<file path="src/rtl/roi_harness_pkg.sv">
// roi_harness_pkg: shared FSM state type and counter-width helper for the ROI serial harness
package roi_harness_pkg;
  typedef enum logic [2:0] {IDLE, APPLY, SETTLE, CAPTURE, UNLOAD} state_e;
  function automatic int cnt_w(input int n);
    return $clog2(n + 1);
  endfunction
endpackage

</file>
<file path="src/rtl/serial_shr.sv">
// serial_shr: left-shifting register with serial in, parallel load (load wins over shift)
module serial_shr #(
  parameter int W = 8
) (
  input  logic         clk,
  input  logic         rst,
  input  logic         en,
  input  logic         ld,
  input  logic         si,
  input  logic [W-1:0] pd,
  output logic [W-1:0] q
);
  logic [W-1:0] shr_q, shr_d;
  // next contents: parallel load, else shift left taking si at the LSB
  always_comb shr_d = ld ? pd : en ? {shr_q[W-2:0], si} : shr_q;
  // register with synchronous clear
  always_ff @(posedge clk) shr_q <= rst ? '0 : shr_d;
  assign q = shr_q;
endmodule

</file>
<file path="src/rtl/roi_serial_harness.sv">
// roi_serial_harness: serial load / apply / settle / capture / serial unload around an external ROI; ROI_HARNESS_PARITY_EN appends an even-parity bit
module roi_serial_harness
  import roi_harness_pkg::*;
#(
  parameter int DIN_N      = 256,
  parameter int DOUT_N     = 256,
  parameter int SETTLE_CYC = 1,
  parameter int AUTO_APPLY = 0
) (
  input  logic              clk,
  input  logic              rst,
  input  logic              di,
  input  logic              di_valid,
  input  logic              stb,
  output logic [DIN_N-1:0]  din,
  input  logic [DOUT_N-1:0] dout,
  output logic              do_bit,
  output logic              do_valid,
  input  logic              do_ready,
  output logic              busy
);
  localparam int IW = cnt_w(DIN_N);
  localparam int OW = cnt_w(DOUT_N);
  localparam logic [IW-1:0] IN_FULL  = IW'(DIN_N);
  localparam logic [IW-1:0] IN_LAST  = IW'(DIN_N - 1);
  localparam logic [OW-1:0] OUT_FULL = OW'(DOUT_N);
  state_e state_q, state_d;
  logic [IW-1:0] in_cnt_q, in_cnt_d;
  logic [OW-1:0] out_cnt_q, out_cnt_d;
  logic [7:0] settle_q, settle_d;
  logic [DIN_N-1:0] din_q, din_d;
  logic do_valid_q, do_valid_d, busy_q, busy_d;
  logic in_en, take, out_shift, done;
  logic [DIN_N-1:0] din_shr;
  logic [DOUT_N-1:0] dout_shr;
  logic unused_lsbs;
`ifdef ROI_HARNESS_PARITY_EN
  logic par_q, par_d;
`endif
  // FSM next state, counters and registered outputs
  always_comb begin
    in_en = state_q == IDLE && di_valid;
    take = state_q == UNLOAD && do_ready;
    out_shift = take && out_cnt_q != '0;
`ifdef ROI_HARNESS_PARITY_EN
    done = take && out_cnt_q == '0;
    par_d = state_q == CAPTURE ? ^dout : par_q;
`else
    done = take && out_cnt_q == OW'(1);
`endif
    in_cnt_d = state_q == APPLY ? '0 : (in_en && in_cnt_q != IN_FULL) ? in_cnt_q + IW'(1) : in_cnt_q;
    out_cnt_d = state_q == CAPTURE ? OUT_FULL : out_shift ? out_cnt_q - OW'(1) : out_cnt_q;
    settle_d = state_q == APPLY ? 8'(SETTLE_CYC) : state_q == SETTLE ? settle_q - 8'd1 : settle_q;
    din_d = state_q == APPLY ? din_shr : din_q;
    state_d = state_q;
    unique case (state_q)
      IDLE:    state_d = (stb || (AUTO_APPLY != 0 && in_en && in_cnt_q == IN_LAST)) ? APPLY : IDLE;
      APPLY:   state_d = SETTLE;
      SETTLE:  state_d = settle_q <= 8'd1 ? CAPTURE : SETTLE;
      CAPTURE: state_d = UNLOAD;
      UNLOAD:  state_d = done ? IDLE : UNLOAD;
      default: state_d = IDLE;
    endcase
    busy_d = state_d != IDLE;
    do_valid_d = state_d == UNLOAD;
  end
  // state and output registers, synchronous reset
  always_ff @(posedge clk) begin
    state_q    <= rst ? IDLE : state_d;
    in_cnt_q   <= rst ? '0 : in_cnt_d;
    out_cnt_q  <= rst ? '0 : out_cnt_d;
    settle_q   <= rst ? '0 : settle_d;
    din_q      <= rst ? '0 : din_d;
    do_valid_q <= rst ? 1'b0 : do_valid_d;
    busy_q     <= rst ? 1'b0 : busy_d;
  end
`ifdef ROI_HARNESS_PARITY_EN
  // parity of the captured word, presented after the data bits
  always_ff @(posedge clk) par_q <= rst ? 1'b0 : par_d;
  assign do_bit = do_valid_q & (out_cnt_q == '0 ? par_q : dout_shr[DOUT_N-1]);
`else
  assign do_bit = do_valid_q & dout_shr[DOUT_N-1];
`endif
  serial_shr #(.W(DIN_N)) u_in (
    .clk(clk), .rst(rst), .en(in_en), .ld(1'b0), .si(di), .pd('0), .q(din_shr)
  );
  serial_shr #(.W(DOUT_N)) u_out (
    .clk(clk), .rst(rst), .en(out_shift), .ld(state_q == CAPTURE), .si(1'b0), .pd(dout), .q(dout_shr)
  );
  assign unused_lsbs = ^dout_shr[DOUT_N-2:0];
  assign din = din_q;
  assign do_valid = do_valid_q;
  assign busy = busy_q;
endmodule

</file>
<file path="config.mk">
export PLATFORM = sky130hd
export DESIGN_NAME = roi_serial_harness
export DESIGN_NICKNAME = d
export VERILOG_FILES = /design/src/rtl/roi_harness_pkg.sv /design/src/rtl/serial_shr.sv /design/src/rtl/roi_serial_harness.sv
export SDC_FILE = /design/constraint.sdc
export NUM_CORES = 2
export LEC_CHECK = 0
export CAP_MARGIN = 0
export CORE_MARGIN = 4
export CORE_UTILIZATION = 43
export DETAILED_ROUTE_END_ITERATION = 12
export HOLD_SLACK_MARGIN = 0.05
export PLACE_DENSITY_LB_ADDON = 0.3
export SYNTH_ARGS = -nofsm -noshare
export SYNTH_HDL_FRONTEND = slang
export SYNTH_SLANG_ARGS = --single-unit
</file>
<file path="constraint.sdc">
create_clock -name clk -period 2.1 [get_ports clk]
set_input_delay 0.21 -clock clk [delete_from_list [all_inputs] [get_ports clk]]
set_output_delay 0.21 -clock clk [all_outputs]
set_load 0.02 [all_outputs]
</file>
==> impl_metrics.tcl <==
set metrics [dict create \
    p_switching_w 0.00823 \
    arrival_ns 2.66 \
    critical_path_buf_inv_count 4 \
    critical_path_class "flop to flop" \
    internal_power_w 0.0257 \
    fin_cells 5121 \
    yosysSeqAreaShare_pct 53.8 \
    grt_antenna_before_repair 4 \
    synth_cells 3768 \
    min_path_type "input pin to flop" \
    timing.max_slew.rel_slack_pct 50.0 \
    critPathSlowestCell "or4b_4" \
    drc_errors 0 \
    cp_max_fo 12 \
    initial_utilization_pct 43.5 \
    cellLeakagePower_nw 13.1 \
    power_density_mw_per_mm2 851 \
    synth_fp_nets 4034 \
    grt-ovfl-total 0 \
    dp_hpwl_um 56700 \
    critPathTopFamily "simple AND/OR/NAND/NOR gates" \
    die_x_um 269 \
    cts_made_buffers 81 \
    pwr-share-clk_pct 45.6 \
    firstDrtPassIters 6 \
    rows 95 \
    port_buffers 520 \
    finalSetupViolCount 39 \
    clk_path_buf_depth 3 \
    worst_hold_slack_ns 0.138 \
    clock.fmax_mhz 466 \
    coreArea_sq_mm 0.0675 \
    final_common_cell "nand2_1" \
    grt_pass1_wl_um 135000 \
    finClkSkew_ns 0.0277 \
    layout-drive-gt1-share_pct 10.5 \
    mostFrequentLayoutCells "nand2_1 (1279), dfxtp_1 (788), a21oi_1 (748)" \
    num_vias 26900 \
    worst_slew_pin_slew_ns 0.749 \
    clock_latency_ns 0.63 \
    hold_viol_final 0 \
    post_synth.cell_area_avg_sq_um 7.80 \
    drt-wirelength-per-cell_um 17.1 \
    pre_cts_ws_ns -0.0362 \
    dpl.cell_count 4948 \
    end_kind "flop" \
    vias_per_cell 5.26 \
    htree_levels 3 \
    crit_chain "inv_2 -> ha_4 -> or4b_4 -> o21ai_4 -> buf_12 -> clkbuf_16 -> buf_16 -> nand2_1 -> a211oi_2" \
    gp_congestion 0.816 \
    sequentialPowerShare_pct 45.5 \
    synth-edff-count 0 \
    chipHeight_um 269 \
    yosysUniqueCellTypes 37 \
    grt_usage_pct 22.3 \
    syn2layout_area_growth_pct 35.6 \
    critPathRequiredTime_ns 2.62 \
    cts.sinks 790 \
    swShare_pct 24.3 \
    slew_viol_final 0 \
    root_buffer "clkbuf_16" \
    violations "negative setup slack" \
    synthArstFlopShare_pct 0 \
    syn_area_sq_mm 0.0294 \
    cpPeakStageDelay_ns 0.49 \
    cts_tree "done" \
    io_pins 521 \
    routed_wl_um 87500 \
    yosys_most_used_dff "dfxtp_1" \
    max-cap-violations 0 \
    start_kind "flop" \
    fin_ws_ns -0.0453 \
    grt_pass1_vias 25200 \
    first_iter_violations 2360 \
    clk_pin_slew_worst_paths_ns 0.06 \
    pwr-share-comb_pct 8.9 \
    die_area_sq_mm 0.0726 \
    fin_nets 4444 \
    ys_ff_latch 790 \
    ys_warn_count 0 \
    outcome "finished, violations left" \
    rsz0062_at_grt "true" \
    grt_max_degree 131 \
    period_minus_slack_ns 2.15 \
    fin_crit_sh_pct 102 \
    ir_worst_vdd_mv 0.643 \
    postRouteAntennaNets 0 \
]
[synth_stat cells, types with 3 or more instances]
library cell | instances | area, sq um
xor2_1 | 6 | 52.6
a21oi_1 | 777 | 3890
or4_1 | 3 | 22.5
clkbuf_1 | 230 | 863
nor3_1 | 3 | 15.0
buf_2 | 33 | 165
a211oi_1 | 257 | 1930
nand3_1 | 4 | 20.0
dfxtp_1 | 790 | 15800
buf_6 | 4 | 45.0
ha_1 | 4 | 50.1
inv_1 | 4 | 15.0
nand2_1 | 1289 | 4840
buf_4 | 42 | 315
buf_1 | 10 | 37.5
nor2_1 | 277 | 1040
o31ai_1 | 4 | 30.0
[through the flow]
step / util (%) / TNS (ns) / total power [W] / area [sq um]
finish: 59.1 / -0.416 / 0.0339 / 39900
global placement: 52.9 / 0 / 0.0186 / 35700
floorplan: - / 0 / 0.0173 / 29400
CTS: 57.3 / -0.0433 / 0.0341 / 38700
detailed placement: 52.9 / -0.100 / 0.0186 / 35700
global route: 59.0 / -9.98 / 0.0351 / 39900
[worst min-delay path: cells and delay by family]
kind | cells | cell delay [ns]
buffers and inverters | 1 | 0.39
AO/OA/AOI/OAI | 1 | 0.05
AND/OR/NAND/NOR | 1 | 0.06
[flip-flops by register name (all words and copies together), names as in the netlist]
register / cells
din: 256
out_cnt_q: 9
state_q: 3
do_valid: 1
u_out.q: 256
busy: 1
settle_q: 8
u_in.q: 256
[worst paths after layout]
check          startpoint          end  slack (ns)  cells after the start
max          out_cnt_q[1]  u_out.q[45]       -0.05                      9
min                    di    u_in.q[0]        0.14                      3
max reg2reg  out_cnt_q[1]  u_out.q[45]       -0.05                      9
min reg2reg   u_in.q[179]     din[179]        0.45                      2
[kinds of logic after synthesis]
logic type,after synthesis,synth area share (%)
and+or+nand+nor,1599,20.8
AOI/OAI and AO/OA,1044,20.1
DFF,790,53.8
buffers and inverters,323,4.90
xor gates and xnor gates,8,0.238
adders and majority gates,4,0.170
[routing by layer]
layer	vias up	routed length [um]	GRT usage [%]
met2	662	42900	37.8
met3	177	3750	3.45
met4	2	3240	8.27
met1	12700	37600	28.9
met5	-	18	0
li1	13300	-	-
[timing repair]
item | 4_1_cts | 5_1_grt
endpoints found under the setup margin | 28 | 263
resized for setup | 7 | 187
hold buffers | 1 | 0
pin swaps | 0 | 6
setup buffers | 1 | 6
gates cloned | 0 | 12
hold endpoints to repair | 31 | 0
[power by group through the flow]
stage	combinational [W]	sequential, W	clock (W)
floorplan	0.00161	0.0157	0
global placement	0.00287	0.0158	0
detailed placement	0.00288	0.0157	0
CTS	0.00290	0.0154	0.0158
global route	0.00328	0.0155	0.0163
finish	0.00302	0.0154	0.0155
[area by class of cell]
| class | instances | area, sq um |
|---|---|---|
| diodes | 3 | 7.51 |
| clock buffers | 118 | 2380 |
| clock inverters | 32 | 549 |
| fillers | 5943 | 27600 |
| inverters | 4 | 15.0 |
| multi-input cells | 2655 | 13000 |
| flip-flops and latches | 790 | 15800 |
| well taps | 873 | 1090 |
| repair buffers | 646 | 7040 |
Power figures use the tool's default switching activity.
